`src/rtl/tx_dcrc_gen.sv`:
```
// USB transmit data CRC16 generator: passes payload bits through, then appends the complemented CRC16.
// Optional abort input enabled by defining TX_DCRC_ABORT_EN.
module tx_dcrc_gen (
  input  logic        clk,
  input  logic        n_rst,
  input  logic        bit_enable,
  input  logic        tx_start,
  input  logic        tx_bit_in,
  input  logic        tx_data_last,
`ifdef TX_DCRC_ABORT_EN
  input  logic        tx_abort,
`endif
  output logic        tx_bit_out,
  output logic        tx_bit_valid,
  output logic        crc_busy,
  output logic        crc_done,
  output logic [15:0] crc_value
);

  localparam logic [1:0] ST_IDLE = 2'd0;
  localparam logic [1:0] ST_DATA = 2'd1;
  localparam logic [1:0] ST_CRC  = 2'd2;
  localparam logic [1:0] ST_DONE = 2'd3;

  // One serial step of the CRC16 LFSR, polynomial x^16 + x^15 + x^2 + 1.
  function automatic logic [15:0] crc16_step(input logic [15:0] crc, input logic din);
    logic fb;
    fb = crc[15] ^ din;
    return {crc[14:0], 1'b0} ^ (fb ? 16'h8005 : 16'h0000);
  endfunction

  logic [1:0]  state;
  logic [1:0]  state_nxt;
  logic [15:0] lfsr;
  logic [15:0] lfsr_nxt;
  logic [15:0] lfsr_step;
  logic [15:0] crc_nxt;
  logic [3:0]  count;
  logic [3:0]  count_nxt;
  logic        bit_nxt;
  logic        valid_nxt;
  logic        done_nxt;
  logic        busy_nxt;
  logic        abort;

`ifdef TX_DCRC_ABORT_EN
  assign abort = tx_abort;
`else
  assign abort = 1'b0;
`endif

  // Next-state and datapath decode for all four states.
  always_comb begin
    state_nxt = state;
    lfsr_nxt  = lfsr;
    crc_nxt   = crc_value;
    count_nxt = count;
    bit_nxt   = tx_bit_out;
    valid_nxt = 1'b0;
    done_nxt  = 1'b0;
    lfsr_step = crc16_step(lfsr, tx_bit_in);
    if (abort) begin
      state_nxt = ST_IDLE;
      lfsr_nxt  = 16'hFFFF;
    end else begin
      case (state)
        ST_IDLE: begin
          if (tx_start) begin
            lfsr_nxt = 16'hFFFF;
            if (tx_data_last) begin
              state_nxt = ST_CRC;
              crc_nxt   = 16'h0000;
              count_nxt = 4'd0;
            end else begin
              state_nxt = ST_DATA;
            end
          end else begin
            state_nxt = ST_IDLE;
          end
        end
        ST_DATA: begin
          if (bit_enable) begin
            lfsr_nxt  = lfsr_step;
            bit_nxt   = tx_bit_in;
            valid_nxt = 1'b1;
            if (tx_data_last) begin
              state_nxt = ST_CRC;
              crc_nxt   = ~lfsr_step;
              count_nxt = 4'd0;
            end else begin
              state_nxt = ST_DATA;
            end
          end else begin
            state_nxt = ST_DATA;
          end
        end
        ST_CRC: begin
          if (bit_enable) begin
            bit_nxt   = crc_value[4'd15 - count];
            valid_nxt = 1'b1;
            // count saturates at 15; the DONE transition ends the CRC field
            if (count == 4'd15) begin
              state_nxt = ST_DONE;
            end else begin
              count_nxt = count + 4'd1;
            end
          end else begin
            state_nxt = ST_CRC;
          end
        end
        ST_DONE: begin
          done_nxt  = 1'b1;
          state_nxt = ST_IDLE;
        end
        default: begin
          state_nxt = ST_IDLE;
          lfsr_nxt  = 16'hFFFF;
        end
      endcase
    end
    busy_nxt = (state_nxt == ST_DATA) || (state_nxt == ST_CRC);
  end

  // State and output registers with synchronous active-low reset.
  always_ff @(posedge clk) begin
    if (!n_rst) begin
      state        <= ST_IDLE;
      lfsr         <= 16'hFFFF;
      crc_value    <= 16'h0000;
      count        <= 4'd0;
      tx_bit_out   <= 1'b1;
      tx_bit_valid <= 1'b0;
      crc_busy     <= 1'b0;
      crc_done     <= 1'b0;
    end else begin
      state        <= state_nxt;
      lfsr         <= lfsr_nxt;
      crc_value    <= crc_nxt;
      count        <= count_nxt;
      tx_bit_out   <= bit_nxt;
      tx_bit_valid <= valid_nxt;
      crc_busy     <= busy_nxt;
      crc_done     <= done_nxt;
    end
  end

endmodule
```
`config.mk`:
```
export PLATFORM = sky130hd
export DESIGN_NAME = tx_dcrc_gen
export DESIGN_NICKNAME = d
export VERILOG_FILES = /design/src/rtl/tx_dcrc_gen.sv
export SDC_FILE = /design/constraint.sdc
export NUM_CORES = 1
export LEC_CHECK = 0
export ABC_CLOCK_PERIOD_IN_PS = 2140
export CAP_MARGIN = 20
export CORE_MARGIN = 5
export CORE_UTILIZATION = 55
export DETAILED_ROUTE_END_ITERATION = 6
export GPL_ROUTABILITY_DRIVEN = 0
export GPL_TIMING_DRIVEN = 0
export PLACE_DENSITY_LB_ADDON = 0.15
export SLEW_MARGIN = 15
export SYNTH_ARGS = -nofsm -noshare
export SYNTH_HDL_FRONTEND = slang
export SYNTH_SLANG_ARGS = --single-unit
```
`constraint.sdc`:
```
create_clock -name clk -period 2.14 [get_ports clk]
set_clock_uncertainty 0.2 [all_clocks]
set_input_delay 0.642 -clock clk [delete_from_list [all_inputs] [get_ports clk]]
set_output_delay 0.642 -clock clk [all_outputs]
set_load 0.02 [all_outputs]
```
### Yosys cells after proc, flatten, opt, wreduce, memory -nomap -nowiden

Cells that the tools add are included.

* $add $sub $neg: 2
* order comparisons: 1
* eq/ne operators: 12
* multiplexer cells: 28
* bitwise operators: 3
* reductions and logical operators: 11

Operators by type and width (count)
* $mux 16: 7
* $pmux 16 s2: 2
* $mux 4: 5
* $not 16->16: 1
* $xor 16x16->16: 1
* $ne 2x2->1 const B: 6
* $pmux 4 s3: 1
* $mux 2: 5
* $reduce_and 5->1: 2
* $pmux 2 s4: 1
* $eq 2x2->1 const B: 3
* $reduce_and 3->1: 2
* $lt 4x5->1 const B: 1
* $mux 1: 5
* $add 4x1->4 const B: 1
* $bmux 1 s4: 1
* $eq 2x1->1 const B: 2
* $eq 4x4->1 const B: 1
* $reduce_bool 2->1: 2
* $sub 4x4->4 const A: 1
* $reduce_bool 3->1: 1
* $logic_not 2->1: 1
* $pmux 1 s2: 1
* $reduce_and 2->1: 1
* other kinds (3): 3

* bits in registers: 42
* input port bits: 6
* output and inout bits: 20
* word-level logic and storage cells: 65

### Logic depth before layout (Yosys ltp)

Gate-level depths: netlist of run 1.

* depth after elaboration: 7
* mapped depth: 8
* gate-level depth less buffers: 6

### Worst setup path before layout of run 1

OpenSTA, ideal clock, no wires.

* path kind: reg2reg
* from: reg state[0]
* to: reg count[3]
* library setup time: 71 ps
* data arrival time: 1669 ps
* data required time: 1869 ps
* setup slack: 200 ps
* stages on the path, launching flop included: 8
* buffers on the path: 1
* clock period less this slack: 1940 ps
* cells stage by stage: dfxtp_1 -> inv_1 -> ha_1 -> buf_6 -> nand2b_2 -> o211ai_2 -> or4_1 -> a21oi_1

* longest elaborated chain between the ends: 3
* elaborated cells between the ends (all ways): 10
* those cells by class: eq/ne (6); mux (1); reduce/logical (3)

RTL lines
* start: declaration: line 32 `logic [1:0] state;`
* start signal: assignment: line 136 `state <= state_nxt;`
* $eq 2x2->1 (tied with other cells): line 66 `case (state)`
* $ne 2x2->1 (no source line) / $reduce_bool 3->1 (equally long branches)
* $reduce_and 5->1 (no source line)
* end signal: assignment: line 139 `count <= count_nxt;`
* end: declaration: line 38 `logic [3:0] count;`

Parallel ways exist; a longest one is shown, timed or not.
A chain may end at the register's enable or synchronous reset.

### Worst setup path after layout of run 1

* from: reg crc_value[5]
* to: out crc_value[5]

RTL lines
* start: declaration: line 17 `output logic [15:0] crc_value`
* start signal: assignment: line 138 `crc_value <= crc_nxt;`

No word-level cell between the ends.

==> results of run 1 <==
flip-flops by register name (all words and copies together) (netlist names):
name          flops
crc_busy          1
lfsr             16
state             2
crc_value        16
tx_bit_valid      1
count             4
crc_done          1
tx_bit_out        1
final cells by class:
cell class                 instances  share of cell area (%)
tap                               48                   2.273
clock inverter                     2                   1.420
multi-input combinational        165                   44.22
inverter                           7                   1.136
timing repair buffer              32                   12.07
buffer                            13                   4.119
clock buffer                       6                   2.746
sequential                        42                   32.01
through the flow:
stage                TNS [ns]  hold WS (ns)
global route        -0.006073        0.3013
global placement       -8.912        0.2606
finish                      0        0.2780
detailed placement     -9.754        0.2672
CTS                         0        0.2799
floorplan                   0        0.2414
worst min-delay path, stage by stage, from the launching register on:
cell,delay (ns)
dfxtp_1,0.33
nand2_1,0.06
a21oi_1,0.05
placed cells by master, fill, tap and decap left out, types with 2 or more instances in the layout:
cell type        instances
clkbuf_1                 4
clkdlybuf4s50_1          8
nand3b_1                 9
mux2i_1                  4
nor2b_1                 10
mux4_1                   2
xnor2_1                  4
dlygate4sd2_1            7
a21oi_1                 19
o22ai_1                  6
a21oi_2                  2
nor2_1                   3
o21ai_0                  4
nand2b_4                 2
nand3_1                  5
buf_4                    7
clkinvlp_4               2
dlymetal6s2s_1          10
nand2_1                 43
clkbuf_8                 7
inv_1                    6
o211ai_1                10
o31ai_1                  2
ha_1                     6
nor4_1                   2
buf_6                    4
nor4b_1                  2
clkbuf_4                 2
clkbuf_2                 2
dfxtp_1                 40
what timing repair did:
action | 4_1_cts | 5_1_grt
pin swaps | 2 | 2
endpoints found under the setup margin | 20 | 44
buffers inserted | 4 | 3
hold endpoints to repair | 0 | 0
gates resized for setup | 10 | 25
kinds of logic after synthesis:
group,after synthesis,synth area share [%]
flops,42,40.26
mux,7,5.512
xor+xnor,4,1.677
buf+inv,20,6.171
fa+ha+maj,6,3.595
simple gates,95,26.12
compound gates,53,16.66
layer usage:
metal / vias to the layer above / share of wire [%] / track usage (%)
met1: 826 / 45 / 25.50
met2: 45 / 49 / 33.88
met4: 0 / 3.0 / 8.559
met5: - / 0 / 0
met3: 16 / 3.7 / 4.488
li1: 886 / - / -
Yosys cell counts, drive strengths merged:
cell type	n	area share (%)
nand2	43	7.7
dfxtp	42	40
a21oi	21	5.0
nor2b	11	3.3
o211ai	11	4.2
nand3b	9	3.2
clkbuf	7	2.3
buf	6	2.6
ha	6	3.6
inv	6	1.1
nand3	6	1.7
o22ai	6	1.8
o21ai	5	1.2
mux2i	4	1.9
xnor2	4	1.7
mux4	3	3.6
nand2b	3	1.4
nor2	3	0.54
nor4	3	1.6
a211oi	2	0.96
and2b	2	0.84
and3	2	0.84
nor3	2	0.72
nor4b	2	0.84
o21a	2	1.1
o31ai	2	0.72
or4	2	0.72
a21o	1	0.36
a32o	1	0.48
a32oi	1	0.42
and2	1	0.30
and3b	1	0.42
clkinv	1	0.18
nand4	1	0.60
nor3b	1	0.36
o22a	1	0.42
or2	1	0.30
or3	1	0.30
or3b	1	0.42
report_power, final:
part	internal [W]	switching, W
Clock	0.000348	0.000267
Sequential	0.000807	0.0000165
Combinational	0.000115	0.000149
worst min path at each step:
| stage | startpoint | cells past startpoint | to |
|---|---|---|---|
| CTS | crc_value[2]$_SDFFE_PN0P_ | 2 | crc_value[2]$_SDFFE_PN0P_ |
| global placement | lfsr[0]$_SDFFE_PN1P_ | 2 | lfsr[0]$_SDFFE_PN1P_ |
| finish | crc_value[2]$_SDFFE_PN0P_ | 2 | crc_value[2]$_SDFFE_PN0P_ |
| floorplan | lfsr[0]$_SDFFE_PN1P_ | 2 | lfsr[0]$_SDFFE_PN1P_ |
| global route | crc_value[5]$_SDFFE_PN0P_ | 2 | crc_value[5]$_SDFFE_PN0P_ |
| detailed placement | lfsr[0]$_SDFFE_PN1P_ | 2 | lfsr[0]$_SDFFE_PN1P_ |
==> results.sh, run 1 <==
export IMPL_status="finished clean"
export IMPL_cts_tree="built"
export IMPL_finalWorstSetupSlack_ns=0.04062
export IMPL_num_rows=22
export IMPL_clockRootBuffer="clkbuf_8"
export IMPL_r2r_start="state[0]$_SDFF_PN0_"
export IMPL_critical_path_slowest_cell="clkdlybuf4s50_1"
export IMPL_hold_viol=0
export IMPL_hpwl_mm=3.504
export IMPL_end_kind="output pin"
export IMPL_cp_max_fo=3
export IMPL_clock_sinks=42
export IMPL_power_density_nw_per_um2=644.3
export IMPL_crit_type="reg -> out"
export IMPL_die_x_um=71.62
export IMPL_slew_limit_headroom_pct=70.23
export IMPL_ys_seq_area_share_pct=40.26
export IMPL_power_leakage_nw=1.132
export IMPL_dr_pass1_iters=4
export IMPL_ys_types=53
export IMPL_clk_latency_ns=0.29
export IMPL_dp_cells=300
export IMPL_cp_arrival_ns=1.26
export IMPL_cts_hold_buf=0
export IMPL_ff_latch_area_um2=845.8
export IMPL_fin_crit_ns=2.099
export IMPL_dpl_cell_area_um2=2399
export IMPL_final_util_pct=72.18
export IMPL_vdd_drop_max_mv=0.4387
export IMPL_drive_above_1_share_pct=16.10
export IMPL_grt_util_all_layers_pct=20.41
export IMPL_drc=0
export IMPL_final_cells=315
export IMPL_grt_pass1_vias=1786
export IMPL_grt_pass1_wl_mm=8.238
export IMPL_timing_final_crit_share_pct=98.10
export IMPL_syn_area_um2=2088
export IMPL_fill_cells=279
export IMPL_cap_violations=0
export IMPL_area_delta_synth_final_pct=26.54
export IMPL_critPathBufInv=1
export IMPL_io_buffers=25
export IMPL_initial_core_util_pct=57.04
export IMPL_grt_overflow=0
export IMPL_synth_nets=239
export IMPL_p_total_w=0.001703
export IMPL_crit_family="buffers and inverters"
export IMPL_ios=26
export IMPL_worstPathRequired_ns=1.30
export IMPL_synth_seq_cells=42
export IMPL_rr_endpoint="crc_busy$_SDFF_PN0_"
export IMPL_grt_max_degree=14
export IMPL_design_area_um2=2643
export IMPL_vias=1773
export IMPL_antenna_cells=0
export IMPL_die_y_um=71.62
export IMPL_die_area_um2=5129
export IMPL_cts_inserted_buffers=5
export IMPL_viasPerCell=5.629
export IMPL_clockBufferDepth=2
export IMPL_max_stage_delay_ns=0.61
export IMPL_drt_wl_total_mm=4.826
export IMPL_path_depth=1
export IMPL_pre_cts_ws_ns=-0.4712
export IMPL_fmaxAchievable_mhz=476.3
export IMPL_worst_pin_slew_ns=0.4457
export IMPL_drv_slew=0
export IMPL_ant_nets=0
export IMPL_h_tree_depth=2
export IMPL_rsz0062_at_grt="yes"
export IMPL_crit_end="crc_value[5]"
export IMPL_coreArea_um2=3661
export IMPL_rrSetupSlack_ns=0.12
export IMPL_synth_warnings=0
export IMPL_clk_pin_slew_ns=0.08
export IMPL_start_kind="flop"
export IMPL_worst_hold_path_type="reg -> reg"
export IMPL_antenna_found_initial=0
export IMPL_drtIter0Drc=112
export IMPL_wl_per_cell_um=15.32
export IMPL_worstRegToRegCells=7
export IMPL_syn_area_per_cell_um2=9.199
export IMPL_finalSetupViolCount=0
export IMPL_crit_chain="clkdlybuf4s50_1"
export IMPL_multi_input_area_um2=1169
export IMPL_final_nets=278
export IMPL_synthCells=227
export IMPL_setup_worst_path_start="crc_value[5]$_SDFFE_PN0P_"
Power figures use the tool's default switching activity.
==> run 2: changes to the inputs <==
MAX_ROUTING_LAYER = met4   (was default)
PLACE_DENSITY = 0.83   (was default)
PLACE_DENSITY_LB_ADDON = default   (was 0.15)
==> run 2 against run 1 <==
Combinational power down 3%. Global-route usage up 0.96 points. Worst setup slack worse by 0.0037 ns. Routed wire length up 7.2%. Hold slack worse by 0.0086 ns. Largest cell class unchanged.
==> results.sh, run 2 (synthesis results as in run 1) <==
export IMPL_hold_viol=0
export IMPL_pwr_share_seq_pct=50.7
export IMPL_rrSetupSlack_ns=0.11
export IMPL_dp_cells=300
export IMPL_finalSetupViolCount=0
export IMPL_drv_slew=0
export IMPL_grt_max_degree=14
export IMPL_rsz0062_at_grt="yes"
export IMPL_ant_nets=0
export IMPL_clock_sinks=42
export IMPL_cp_max_fo=2
export IMPL_crit_family="buffers and inverters"
export IMPL_fill_cells=275
export IMPL_cts_inserted_buffers=5
export IMPL_swShare_pct=27.92
export IMPL_grt_pass1_vias=1745
export IMPL_largestRegisters="crc_value x16, lfsr x16, count x4"
export IMPL_worst_pin_slew_ns=0.5675
export IMPL_drive_above_1_share_pct=14.39
export IMPL_worst_hold_path_type="reg -> reg"
export IMPL_pre_cts_ws_ns=-0.4603
export IMPL_critical_path_slowest_cell="clkdlybuf4s50_1"
export IMPL_slew_limit_headroom_pct=61.96
export IMPL_wl_per_cell_um=16.59
export IMPL_status="finished clean"
export IMPL_area_delta_synth_final_pct=24.03
export IMPL_p_int_w=0.001173
export IMPL_grt_overflow=0
export IMPL_final_nets=275
export IMPL_p_sw_w=0.0004544
export IMPL_final_cell_mix="43 x nand2_1, 40 x dfxtp_1, 20 x a21oi_1, 15 x dlymetal6s2s_1, 11 x nor2b_1"
export IMPL_ios=26
export IMPL_clk_pin_slew_ns=0.09
export IMPL_crit_type="reg -> out"
export IMPL_io_buffers=25
export IMPL_fmaxAchievable_mhz=475.5
export IMPL_ff_latch_area_um2=843.3
export IMPL_critPathBufInv=1
export IMPL_start_kind="flop"
export IMPL_num_rows=22
export IMPL_worstPathRequired_ns=1.30
export IMPL_coreArea_um2=3661
export IMPL_initial_core_util_pct=57.04
export IMPL_drt_wl_total_mm=5.175
export IMPL_hpwl_mm=3.368
export IMPL_grt_pass1_wl_mm=8.397
export IMPL_final_cells=312
export IMPL_dr_pass1_iters=4
export IMPL_combPwrFrac_pct=15.8
export IMPL_drtIter0Drc=122
export IMPL_cts_hold_buf=0
export IMPL_timing_setup_tns_ns=0
export IMPL_clk_latency_ns=0.30
export IMPL_layout_commonest_cell="nand2_1"
export IMPL_p_clk_share_pct=33.6
export IMPL_cp_arrival_ns=1.26
export IMPL_fin_crit_ns=2.103
export IMPL_vdd_drop_max_mv=0.4662
export IMPL_drc=0
export IMPL_die_area_um2=5129
export IMPL_clockBufferDepth=2
export IMPL_grt_util_all_layers_pct=21.37
export IMPL_crit_chain="clkdlybuf4s50_1"
export IMPL_p_total_w=0.001627
export IMPL_power_density_nw_per_um2=628.3
export IMPL_h_tree_depth=2
export IMPL_cap_violations=0
export IMPL_timing_final_crit_share_pct=98.28
export IMPL_multi_input_area_um2=1152
export IMPL_die_y_um=71.62
export IMPL_viasPerCell=5.821
export IMPL_die_x_um=71.62
export IMPL_antenna_cells=0
export IMPL_antenna_found_initial=0
export IMPL_cts_tree="built"
export IMPL_power_leakage_nw=1.185
export IMPL_end_kind="output pin"
export IMPL_clockRootBuffer="clkbuf_8"
export IMPL_vias=1816
export IMPL_max_stage_delay_ns=0.61
export IMPL_finalWorstSetupSlack_ns=0.03691
run 2: cell count changes in the layout (fill, tap and decap cells not counted), moves of 2 or more:
cell,delta
buf_4,-3
clkbuf_4,-2
dlygate4sd2_1,-4
dlymetal6s2s_1,+5
run 2: power by group through the flow:
stage | registers (W) | clock network, W | logic [W]
6_report | 0.000825 | 0.000546 | 0.000257
5_1_grt | 0.000828 | 0.000588 | 0.000281
4_1_cts | 0.000824 | 0.000544 | 0.000242
3_5_place_dp | 0.000843 | 0 | 0.000234
3_3_place_gp | 0.000841 | 0 | 0.000231
2_1_floorplan | 0.000845 | 0 | 0.000165
run 2: area by class of cell:
class	instances	area share, %
repair buffers	28	11.84
flip-flops and latches	42	32.56
plain buffers	13	4.106
clock inverters	2	0.4831
inverters	7	1.014
clock buffers	6	3.188
multi-input cells	166	44.49
well taps	48	2.319
run 2: worst reg2reg max path, cell delays in order, from the launching register on:
cell and delay, ns:
dfxtp_2 0.38, inv_1 0.07, ha_1 0.18, clkbuf_8 0.16, nor2b_1 0.19, nor4_4 0.30
buf_4 0.21, nand3b_1 0.09, a21oi_1 0.18
run 2: through the flow:
step | util, % | hold WS, ns | instance area [µm²]
after CTS | 68.69 | 0.2700 | 2515
after global routing | 70.75 | 0.2904 | 2590
after detailed placement | 65.52 | 0.2595 | 2399
final | 70.75 | 0.2695 | 2590
after global placement | 65.52 | 0.2545 | 2399
after floorplan | - | 0.2414 | 2088
run 2: layer usage:
layer	GRT usage [%]	up-vias	share of wire (%)
met1	27.48	870	45
met3	4.208	13	3.8
met4	6.889	0	2.3
met2	33.78	49	49
li1	-	884	-
met5	-	-	0
run 2: worst paths after layout:
path,start,endpoint,depth (start not counted)
setup reg to reg,state[1]$_SDFF_PN0_,crc_value[11]$_SDFFE_PN0P_,8
hold / removal,crc_value[14]$_SDFFE_PN0P_,crc_value[14]$_SDFFE_PN0P_,2
hold reg to reg,crc_value[14]$_SDFFE_PN0P_,crc_value[14]$_SDFFE_PN0P_,2
setup / recovery,tx_bit_out$_SDFFE_PN1P_,tx_bit_out,1
run 2: what timing repair did:
action                     CTS  global route
cloned                       0             1
setup endpoints to repair   19            37
resized for setup            5            23
pin swaps                    1             3
setup buffers                2             1
